--- src/rtl/pcf8574_lcd_target_if.sv ---
// rtl/pcf8574_lcd_target_if.sv - I2C bus and decoded LCD signals of the PCF8574/HD44780 target
interface pcf8574_lcd_target_if;
    logic       scl_in;
    logic       sda_in;
    logic       sda_out;
    logic [7:0] port;
    logic       backlight;
    logic       busy;
    logic       lcd_valid;
    logic       lcd_rs;
    logic [7:0] lcd_data;
    logic       four_bit;

    modport master (
        output scl_in, sda_in,
        input  sda_out, port, backlight, busy, lcd_valid, lcd_rs, lcd_data, four_bit
    );

    modport slave (
        input  scl_in, sda_in,
        output sda_out, port, backlight, busy, lcd_valid, lcd_rs, lcd_data, four_bit
    );
endinterface

--- src/rtl/pcf8574_lcd_target.sv ---
// rtl/pcf8574_lcd_target.sv - PCF8574 I2C target with HD44780 4/8-bit transfer reassembly
module pcf8574_lcd_target #(
    parameter logic [6:0] ADDR        = 7'h27,
    parameter int         SYNC_STAGES = 2
) (
    input  logic               clk,
    input  logic               rst,
    pcf8574_lcd_target_if.slave bus
);
    typedef enum logic [2:0] {
        ST_IDLE, ST_ADDR, ST_ADDR_ACK, ST_WR, ST_WR_ACK, ST_RD, ST_RD_ACK, ST_IGNORE
    } state_t;

    logic [SYNC_STAGES-1:0] scl_sync, sda_sync;
    logic scl_s, sda_s, scl_q, sda_q;
    logic scl_rise, scl_fall, start_det, stop_det;

    always_ff @(posedge clk or posedge rst) begin
        if (rst) begin
            scl_sync <= '1;
            sda_sync <= '1;
            scl_q    <= 1'b1;
            sda_q    <= 1'b1;
        end else begin
            scl_sync <= {scl_sync[SYNC_STAGES-2:0], bus.scl_in};
            sda_sync <= {sda_sync[SYNC_STAGES-2:0], bus.sda_in};
            scl_q    <= scl_s;
            sda_q    <= sda_s;
        end
    end

    assign scl_s     = scl_sync[SYNC_STAGES-1];
    assign sda_s     = sda_sync[SYNC_STAGES-1];
    assign scl_rise  = scl_s & ~scl_q;
    assign scl_fall  = ~scl_s & scl_q;
    assign start_det = scl_s & scl_q & sda_q & ~sda_s;
    assign stop_det  = scl_s & scl_q & ~sda_q & sda_s;

    state_t     state, state_nxt;
    logic [3:0] bit_cnt, cnt_nxt;
    logic [7:0] shreg, sh_nxt;
    logic [7:0] port_r, port_nxt;
    logic       sda_r, sda_nxt;
    logic       busy_r, busy_nxt;
    logic       port_we;

    always_ff @(posedge clk or posedge rst) begin
        if (rst) begin
            state   <= ST_IDLE;
            bit_cnt <= 4'd0;
            shreg   <= 8'h00;
            port_r  <= 8'hFF;
            sda_r   <= 1'b1;
            busy_r  <= 1'b0;
        end else begin
            state   <= state_nxt;
            bit_cnt <= cnt_nxt;
            shreg   <= sh_nxt;
            port_r  <= port_nxt;
            sda_r   <= sda_nxt;
            busy_r  <= busy_nxt;
        end
    end

    always_comb begin
        state_nxt = state;
        cnt_nxt   = bit_cnt;
        sh_nxt    = shreg;
        port_nxt  = port_r;
        sda_nxt   = sda_r;
        busy_nxt  = busy_r;
        port_we   = 1'b0;
        if (stop_det) begin
            state_nxt = ST_IDLE;
            sda_nxt   = 1'b1;
            busy_nxt  = 1'b0;
        end else if (start_det) begin
            state_nxt = ST_ADDR;
            cnt_nxt   = 4'd0;
            sda_nxt   = 1'b1;
            busy_nxt  = 1'b0;
        end else begin
            case (state)
                ST_ADDR, ST_WR: begin
                    if (scl_rise && bit_cnt < 4'd8) begin
                        sh_nxt  = {shreg[6:0], sda_s};
                        cnt_nxt = bit_cnt + 4'd1;
                    end else if (scl_fall && bit_cnt == 4'd8) begin
                        cnt_nxt = 4'd0;
                        if (state == ST_WR) begin
                            port_nxt  = shreg;
                            port_we   = 1'b1;
                            sda_nxt   = 1'b0;
                            state_nxt = ST_WR_ACK;
                        end else if (shreg[7:1] == ADDR) begin
                            sda_nxt   = 1'b0;
                            busy_nxt  = 1'b1;
                            state_nxt = ST_ADDR_ACK;
                        end else begin
                            state_nxt = ST_IGNORE;
                        end
                    end
                end
                ST_ADDR_ACK: begin
                    // shreg[0] still holds the R/W bit of the address byte
                    if (scl_fall) begin
                        if (shreg[0]) begin
                            sh_nxt    = port_r;
                            sda_nxt   = port_r[7];
                            cnt_nxt   = 4'd1;
                            state_nxt = ST_RD;
                        end else begin
                            sda_nxt   = 1'b1;
                            cnt_nxt   = 4'd0;
                            state_nxt = ST_WR;
                        end
                    end
                end
                ST_WR_ACK: begin
                    if (scl_fall) begin
                        sda_nxt   = 1'b1;
                        state_nxt = ST_WR;
                    end
                end
                ST_RD: begin
                    if (scl_fall) begin
                        if (bit_cnt == 4'd8) begin
                            sda_nxt   = 1'b1;
                            cnt_nxt   = 4'd0;
                            state_nxt = ST_RD_ACK;
                        end else begin
                            sda_nxt = shreg[6];
                            sh_nxt  = {shreg[6:0], 1'b1};
                            cnt_nxt = bit_cnt + 4'd1;
                        end
                    end
                end
                ST_RD_ACK: begin
                    // bit_cnt==1 remembers a master ACK until the falling edge lets us drive
                    if (scl_rise) begin
                        if (sda_s) state_nxt = ST_IGNORE;
                        else       cnt_nxt   = 4'd1;
                    end else if (scl_fall && bit_cnt == 4'd1) begin
                        sh_nxt    = port_r;
                        sda_nxt   = port_r[7];
                        state_nxt = ST_RD;
                    end
                end
                default: ;
            endcase
        end
    end

    // E-falling detection uses the pre-write port value; decode runs one clk later
    logic       ev_pend, ev_rs;
    logic [3:0] ev_nib;

    always_ff @(posedge clk or posedge rst) begin
        if (rst) begin
            ev_pend <= 1'b0;
            ev_rs   <= 1'b0;
            ev_nib  <= 4'h0;
        end else begin
            ev_pend <= port_we & port_r[2] & ~port_nxt[2] & ~port_nxt[1];
            ev_rs   <= port_r[0];
            ev_nib  <= port_r[7:4];
        end
    end

    logic       lcd_valid_r, lcd_rs_r, four_bit_r, phase_high;
    logic [7:0] lcd_data_r;
    logic [3:0] nib_hold;
    logic [7:0] joined;

    assign joined = {nib_hold, ev_nib};

    always_ff @(posedge clk or posedge rst) begin
        if (rst) begin
            lcd_valid_r <= 1'b0;
            lcd_rs_r    <= 1'b0;
            lcd_data_r  <= 8'h00;
            four_bit_r  <= 1'b0;
            phase_high  <= 1'b1;
            nib_hold    <= 4'h0;
        end else begin
            lcd_valid_r <= 1'b0;
            if (ev_pend) begin
                if (!four_bit_r) begin
                    lcd_valid_r <= 1'b1;
                    lcd_data_r  <= {ev_nib, 4'h0};
                    lcd_rs_r    <= ev_rs;
                    if (!ev_rs && ev_nib == 4'b0010) begin
                        four_bit_r <= 1'b1;
                        phase_high <= 1'b1;
                    end
                end else if (phase_high) begin
                    nib_hold   <= ev_nib;
                    phase_high <= 1'b0;
                end else begin
                    lcd_valid_r <= 1'b1;
                    lcd_data_r  <= joined;
                    lcd_rs_r    <= ev_rs;
                    phase_high  <= 1'b1;
                    if (!ev_rs && joined[7:4] == 4'b0011) four_bit_r <= 1'b0;
                end
            end
        end
    end

    assign bus.sda_out   = sda_r;
    assign bus.port      = port_r;
    assign bus.backlight = port_r[3];
    assign bus.busy      = busy_r;
    assign bus.lcd_valid = lcd_valid_r;
    assign bus.lcd_rs    = lcd_rs_r;
    assign bus.lcd_data  = lcd_data_r;
    assign bus.four_bit  = four_bit_r;
endmodule

--- src/flat_wrapper.sv ---
// flat-port wrapper written by rule: the top's interface ports become plain ports
module pcf8574_lcd_target_flat 
#(
    parameter logic [6:0] ADDR        = 7'h27,
    parameter int         SYNC_STAGES = 2
)
  (clk, rst, bus_scl_in, bus_sda_in, bus_sda_out, bus_port, bus_backlight, bus_busy, bus_lcd_valid, bus_lcd_rs, bus_lcd_data, bus_four_bit);
  pcf8574_lcd_target_if bus_i ();
  input  logic clk;
  input  logic rst;
  input wire logic [$bits(bus_i.scl_in)-1:0] bus_scl_in;
  input wire logic [$bits(bus_i.sda_in)-1:0] bus_sda_in;
  output wire logic [$bits(bus_i.sda_out)-1:0] bus_sda_out;
  output wire logic [$bits(bus_i.port)-1:0] bus_port;
  output wire logic [$bits(bus_i.backlight)-1:0] bus_backlight;
  output wire logic [$bits(bus_i.busy)-1:0] bus_busy;
  output wire logic [$bits(bus_i.lcd_valid)-1:0] bus_lcd_valid;
  output wire logic [$bits(bus_i.lcd_rs)-1:0] bus_lcd_rs;
  output wire logic [$bits(bus_i.lcd_data)-1:0] bus_lcd_data;
  output wire logic [$bits(bus_i.four_bit)-1:0] bus_four_bit;
  assign bus_i.scl_in = bus_scl_in;
  assign bus_i.sda_in = bus_sda_in;
  assign bus_sda_out = bus_i.sda_out;
  assign bus_port = bus_i.port;
  assign bus_backlight = bus_i.backlight;
  assign bus_busy = bus_i.busy;
  assign bus_lcd_valid = bus_i.lcd_valid;
  assign bus_lcd_rs = bus_i.lcd_rs;
  assign bus_lcd_data = bus_i.lcd_data;
  assign bus_four_bit = bus_i.four_bit;
  pcf8574_lcd_target #(.ADDR(ADDR), .SYNC_STAGES(SYNC_STAGES)) u_core (.clk(clk), .rst(rst), .bus(bus_i));
endmodule
--- config.mk ---
export PLATFORM = sky130hd
export DESIGN_NAME = pcf8574_lcd_target_flat
export DESIGN_NICKNAME = d
export VERILOG_FILES = /design/src/rtl/pcf8574_lcd_target_if.sv /design/src/rtl/pcf8574_lcd_target.sv /design/src/flat_wrapper.sv
export SDC_FILE = /design/constraint.sdc
export NUM_CORES = 1
export LEC_CHECK = 0
export CAP_MARGIN = 20
export CORE_MARGIN = 8
export CORE_UTILIZATION = 61
export DETAILED_ROUTE_END_ITERATION = 10
export PLACE_DENSITY = 0.84
export SYNTH_ARGS = -nofsm -noshare
export SYNTH_HDL_FRONTEND = slang
export SYNTH_SLANG_ARGS = --single-unit
--- constraint.sdc ---
create_clock -name clk -period 2.5 [get_ports clk]
set_input_delay 0.25 -clock clk [delete_from_list [all_inputs] [get_ports clk]]
set_output_delay 0.25 -clock clk [all_outputs]
set_load 0.01 [all_outputs]
Word-level counts from Yosys, hierarchy flattened
Cells that the tools add are included.
{"block": "word_totals", "ff_bits": 53, "input_bits": 4, "output_inout_bits": 22, "elab_cells": 182}
{"block": "op_classes", "add_sub_neg": 1, "n_lt_le_gt_ge": 1, "n_eq_ne": 37, "n_mux": 79, "n_bitwise": 19, "n_reduce_logical": 24}
{"op": "8-bit two-way mux", "n": 9}
{"op": "3-bit two-way mux", "n": 20}
{"op": "1-bit two-way mux", "n": 38}
{"op": "4-bit two-way mux", "n": 8}
{"op": "8-bit one-hot mux with 4 select lines", "n": 1}
{"op": "4-bit by 1-bit inequality test with 1-bit output, second input constant", "n": 7}
{"op": "9-bit AND reduction", "n": 3}
{"op": "4-bit one-hot mux with 4 select lines", "n": 1}
{"op": "3-bit by 1-bit inequality test with 1-bit output, second input constant", "n": 5}
{"op": "3-bit one-hot mux with 5 select lines", "n": 1}
{"op": "1-bit bitwise AND", "n": 10}
{"op": "2-bit by 1-bit inequality test with 1-bit output, second input constant", "n": 5}
{"op": "5-bit by 1-bit inequality test with 1-bit output, second input constant", "n": 2}
{"op": "10-bit AND reduction", "n": 1}
{"op": "3-bit == test, second input constant", "n": 3}
{"op": "1-bit NOT", "n": 9}
{"op": "3-bit nonzero test", "n": 3}
{"op": "4-bit by 2-bit == test with 1-bit output, second input constant", "n": 2}
{"op": "7-bit by 6-bit == test with 1-bit output, second input constant", "n": 1}
{"op": "7-bit AND reduction", "n": 1}
{"op": "7-bit nonzero test", "n": 1}
{"op": "3-bit by 2-bit == test with 1-bit output, second input constant", "n": 2}
{"op": "2-bit inequality test, second input constant", "n": 3}
{"op": "6-bit AND reduction", "n": 1}
{"op": "other kinds (19)", "n": 24}

Longest topological paths before layout
{"block": "logic_depth", "ltp_word": 11, "mapped_depth": 7, "depth_no_buf": 7}

Worst setup path after synthesis
OpenSTA, ideal clock, no wires.
{"block": "synth_path", "kind": "register to register", "start": "register u_core.sda_sync[1]", "end": "register u_core.state[2]", "setup_time_ps": 122, "arrival_time_ps": 1573, "required_time_ps": 2378, "slack_ps": 805, "stages_incl_launch_ff": 7, "n_path_buf": 1, "synth_period_minus_slack_ps": 1695, "path_cell_list": "dfstp_2 -> buf_2 -> xor2_1 -> nand2_1 -> nand4_1 -> nand3_1 -> a32o_1"}
{"block": "synth_via", "elab_chain_cells": 4, "word_cells_on_any_way": 15, "cone_classes": "eq/ne (8); mux (2); bitwise (3); reduce/logical (2)"}
{"item": "from (decl)", "line": "pcf8574_lcd_target.sv:14", "rtl": "logic [SYNC_STAGES-1:0] scl_sync, sda_sync;"}
{"item": "from (signal assigned)", "line": "pcf8574_lcd_target.sv:26", "rtl": "sda_sync <= {sda_sync[SYNC_STAGES-2:0], bus.sda_in};"}
{"item": "1-bit NOT", "line": "pcf8574_lcd_target.sv:36", "rtl": "assign start_det = scl_s & scl_q & sda_q & ~sda_s;"}
{"item": "1-bit bitwise AND", "line": "pcf8574_lcd_target.sv:36"}
{"item": "5-bit by 4-bit inequality test with 1-bit output (no line) (tied with other cells)"}
{"item": "9-bit AND reduction (no line) / 3-bit two-way mux (equally long branches)"}
{"item": "to (signal assigned)", "line": "pcf8574_lcd_target.sv:56", "rtl": "state <= state_nxt;"}
{"item": "to (decl)", "line": "pcf8574_lcd_target.sv:39", "rtl": "state_t state, state_nxt;"}
Several ways; a longest one is shown, not always the timed one.
A chain may end at the register's enable or synchronous reset.

Final worst setup path
{"block": "layout_path", "start": "register u_core.state[1]", "end": "register u_core.bit_cnt[0]"}
{"block": "layout_via", "elab_chain_cells": 4, "word_cells_on_any_way": 15, "cone_classes": "eq/ne (10); mux (2); reduce/logical (3)"}
{"item": "3-bit by 1-bit == test with 1-bit output / 3-bit by 2-bit == test with 1-bit output (equally long branches)", "line": "pcf8574_lcd_target.sv:83", "rtl": "case (state)"}
{"item": "2-bit OR reduction", "line": "pcf8574_lcd_target.sv:83"}
{"item": "4-bit by 1-bit inequality test with 1-bit output (no line) (tied with other cells)"}
{"item": "7-bit AND reduction (no line) / 4-bit two-way mux (equally long branches)"}
{"item": "to (signal assigned)", "line": "pcf8574_lcd_target.sv:57", "rtl": "bit_cnt <= cnt_nxt;"}
{"item": "to (decl)", "line": "pcf8574_lcd_target.sv:40", "rtl": "logic [3:0] bit_cnt, cnt_nxt;"}
Several ways; a longest one is shown, not always the timed one.

==> flow_summary_export.csv <==
group,metric,value,unit
detailed_routing,vias,2020,
sta,hold_slack,0.186,ns
power_and_ir_drop,internal-power,1790,µW
synth,synth_top_family_by_area,"compound AO/OA/AOI/OAI gates",
power_and_ir_drop,leakage,0.00127,µW
critical_path,arrival,2.25,ns
placed_design,preCtsSetupSlack,0.533,ns
critical_path,worstSetupStartpointType,"register",
finish,multi_input_area,1270,µm²
power_and_ir_drop,peakVddDrop,0.539,mV
detailed_routing,vias_per_cell,6.18,
sta,slew_headroom,54.9,%
cts,clkSinkCount,53,
die,initial_utilization,62.5,%
placed_design,gp_congestion,0.906,
flow_run,max-cap-violations,0,
synth,synth_xor_area_share,0.324,%
power_and_ir_drop,sw_frac_of_total,37.0,%
critical_path,path_class,"register to register",
finish,layout.cells.non_filler,327,
grt,grt_first_pass_wirelength,9410,µm
sta,finalWorstSetupSlack,0.450,ns
finish,area_growth,15.0,%
placed_design,numPortBuffers,25,
synth,synth_cell_type_count,58,
finish,num-fill-cells,322,
synth,yosysWarningCount,0,
placed_design,hpwl,4160,µm
synth,synth_seq_cells,53,
sta,finalHoldViolCount,0,
finish,seq_area,1350,µm²
cts,cts_resized,0,
finish,nNetsFinal,281,
critical_path,end_kind,"register",
synth,netlist_area,2700,µm²
synth,synth.area.top_cells,"dfrtp_1 34%, dfstp_2 16%, mux2_2 4.6%",
finish,fin_area,3110,µm²
die,fp-row-count,24,
die,coreArea,4320,µm²
sta,worst_clock_skew,0.00382,ns
detailed_routing,drtIter0Drc,112,
sta,grt_setup_unrepaired,"no",
critical_path,path_max_fanout,16,
finish,antenna-diode-count,0,
critical_path,cp.required,2.70,ns
min_path,min_path_type,"primary input to async pin",
placed_design,dpl_cell_area,3000,µm²
cts,ctsHtreeMaxLevel,2,
synth,syn_nets,255,
synth,synth.area.mux_share,6.81,%
detailed_routing,drt-total-wl,5710,µm
synth,synthSimpleGateAreaFrac,18.2,%
sta,period_share,82.0,%
detailed_routing,wl_per_cell,17.5,µm
synth,synth_seq_area_share,49.8,%
cts,clk_latency,0.30,ns
cts,hold_buffers,0,
grt,antenna_found_initial,0,
detailed_routing,drtAntennaViolNets,0,
power_and_ir_drop,pwr-share-clk,20.2,%
cts,cts-root-buf,"clkbuf_8",
die,die_y,82.6,µm
placed_design,place_inst,319,
grt,grt_usage,17.9,%
sta,worst_pin_slew,0.672,ns
detailed_routing,firstDrtPassIters,4,
power_and_ir_drop,power.density,916,nW/µm²
cts,path_clk_slew,0.09,ns
synth,synth_compound_area_share,20.1,%
power_and_ir_drop,p_switching,1050,µW
grt,gr-total-overflow,0,
sta,fmax,0.488,GHz
run_status,status,"finished clean",
finish,drive_gt1_share,18.2,%
cts,postCtsSetupRepairBufs,0,
cts,cts_tree,"built",
sta,layout_min_cycle_time,2.05,ns
synth,ys.flop_type,"dfrtp_1",
grt,grt_pass1_vias,1970,
sta,setup-tns-final,0,ns
synth,synthAdderAreaFrac,1.39,%
synth,async_reset_ff_share,100,%
die,die_w,82.6,µm
grt,grt_max_degree,28,
synth,avgSynthCellArea,10.9,µm²
die,dieArea,6820,µm²
cts,cts_made_buffers,5,
cts,clockBufferDepth,2,
power_and_ir_drop,combPwrFrac,37.0,%
power_and_ir_drop,pwr-share-seq,42.8,%
synth,yosysTopAreaCellShare,34.3,%
detailed_routing,drc_errors,0,
synth,netlist_instances,248,
synth,synth-edff-count,0,
die,ios,26,
sta,report.final.slew_viol_count,0,
sta,setup_violations,0,
synth,yosysTopAreaCell,"dfrtp_1",
-- area by class of cell --
class	instances	area share [%]
Tap cell	52	2.09
Timing Repair Buffer	29	9.02
Inverter	10	1.21
Clock inverter	2	1.25
Multi-Input combinational cell	175	40.8
Sequential cell	53	43.3
Clock buffer	6	2.33
-- power by group through the flow --
stage                     Sequential [µW]  Clock (µW)  Combinational (µW)
after CTS                            1210         594                1050
final                                1220         575                1050
after global placement               1230           0                1020
after floorplan                      1100           0                 928
after global routing                 1250         620                1150
after detailed placement             1230           0                1040
-- worst paths after layout --
path                                    start                endpoint  slack (ns)  cells after the start
setup / recovery              u_core.state[1]       u_core.bit_cnt[0]        0.45                      5
min in group clk                   bus_sda_in      u_core.sda_sync[0]        0.34                      1
hold / removal                            rst  u_core.bus.lcd_data[3]        0.19                      2
max in group asynchronous                 rst      u_core.bus.port[7]        1.66                      3
setup reg to reg              u_core.state[1]       u_core.bit_cnt[0]        0.45                      5
hold reg to reg            u_core.scl_sync[0]      u_core.scl_sync[1]        0.36                      0
-- critical path, cell delays in order (launching register included) --
cell and delay [ns]:
dfrtp_1 0.67, nand2b_1 0.24, a21oi_1 0.17, o32ai_2 0.47, nor3b_1 0.11, a211oi_1 0.28
-- cells by family after synthesis --
kind of cell,Yosys count
compound gates,71
xor+xnor,1
fa+ha+maj,3
buf+inv,20
flops,53
mux,17
simple gates,83
-- cell usage in the layout (no fill, tap or decap), types with 8 or more instances in the layout --
master,netlist,final
a21oi_1,10,10
a2bb2oi_1,8,8
clkdlybuf4s50_1,0,25
dfrtp_1,37,37
dfstp_2,16,16
inv_1,10,9
mux2_2,11,11
nand2_1,26,26
nand2b_1,8,8
nor2_1,8,8
o21ai_0,14,14
o22ai_1,9,9
-- synthesized netlist by cell type (5+ instances only) --
| cell type | number |
|---|---|
| a21oi_1 | 10 |
| a2bb2oi_1 | 8 |
| buf_2 | 5 |
| dfrtp_1 | 37 |
| dfstp_2 | 16 |
| inv_1 | 10 |
| mux2_2 | 11 |
| mux2i_1 | 6 |
| nand2_1 | 26 |
| nand2b_1 | 8 |
| nand3_1 | 5 |
| nand3b_1 | 6 |
| nor2_1 | 8 |
| nor2b_1 | 6 |
| o21a_1 | 5 |
| o21ai_0 | 14 |
| o22ai_1 | 9 |
-- routing by layer --
metal	part of all wire, %	vias to the layer above	wire length, µm	track usage (%)
met5	0	-	0	0
met4	1.6	0	92	6.55
met3	6.0	8	341	3.90
met2	47	69	2680	28.7
met1	45	977	2590	23.4
li1	-	966	-	-
-- flip-flops by register name (all words and copies together), names as in the netlist, 2 cells and up --
signal               count
u_core.bus.lcd_data      8
u_core.bus.port          8
u_core.shreg             8
u_core.bit_cnt           4
u_core.ev_nib            4
u_core.nib_hold          4
u_core.state             3
u_core.scl_sync          2
u_core.sda_sync          2
-- per-stage QoR --
step,total power (µW),utilization [%]
final,2850,71.9
after global routing,3020,71.9
after CTS,2860,71.9
after detailed placement,2270,69.3
after global placement,2250,69.3
after floorplan,2030,-
Note: power is estimated with default switching activity, not from simulation.
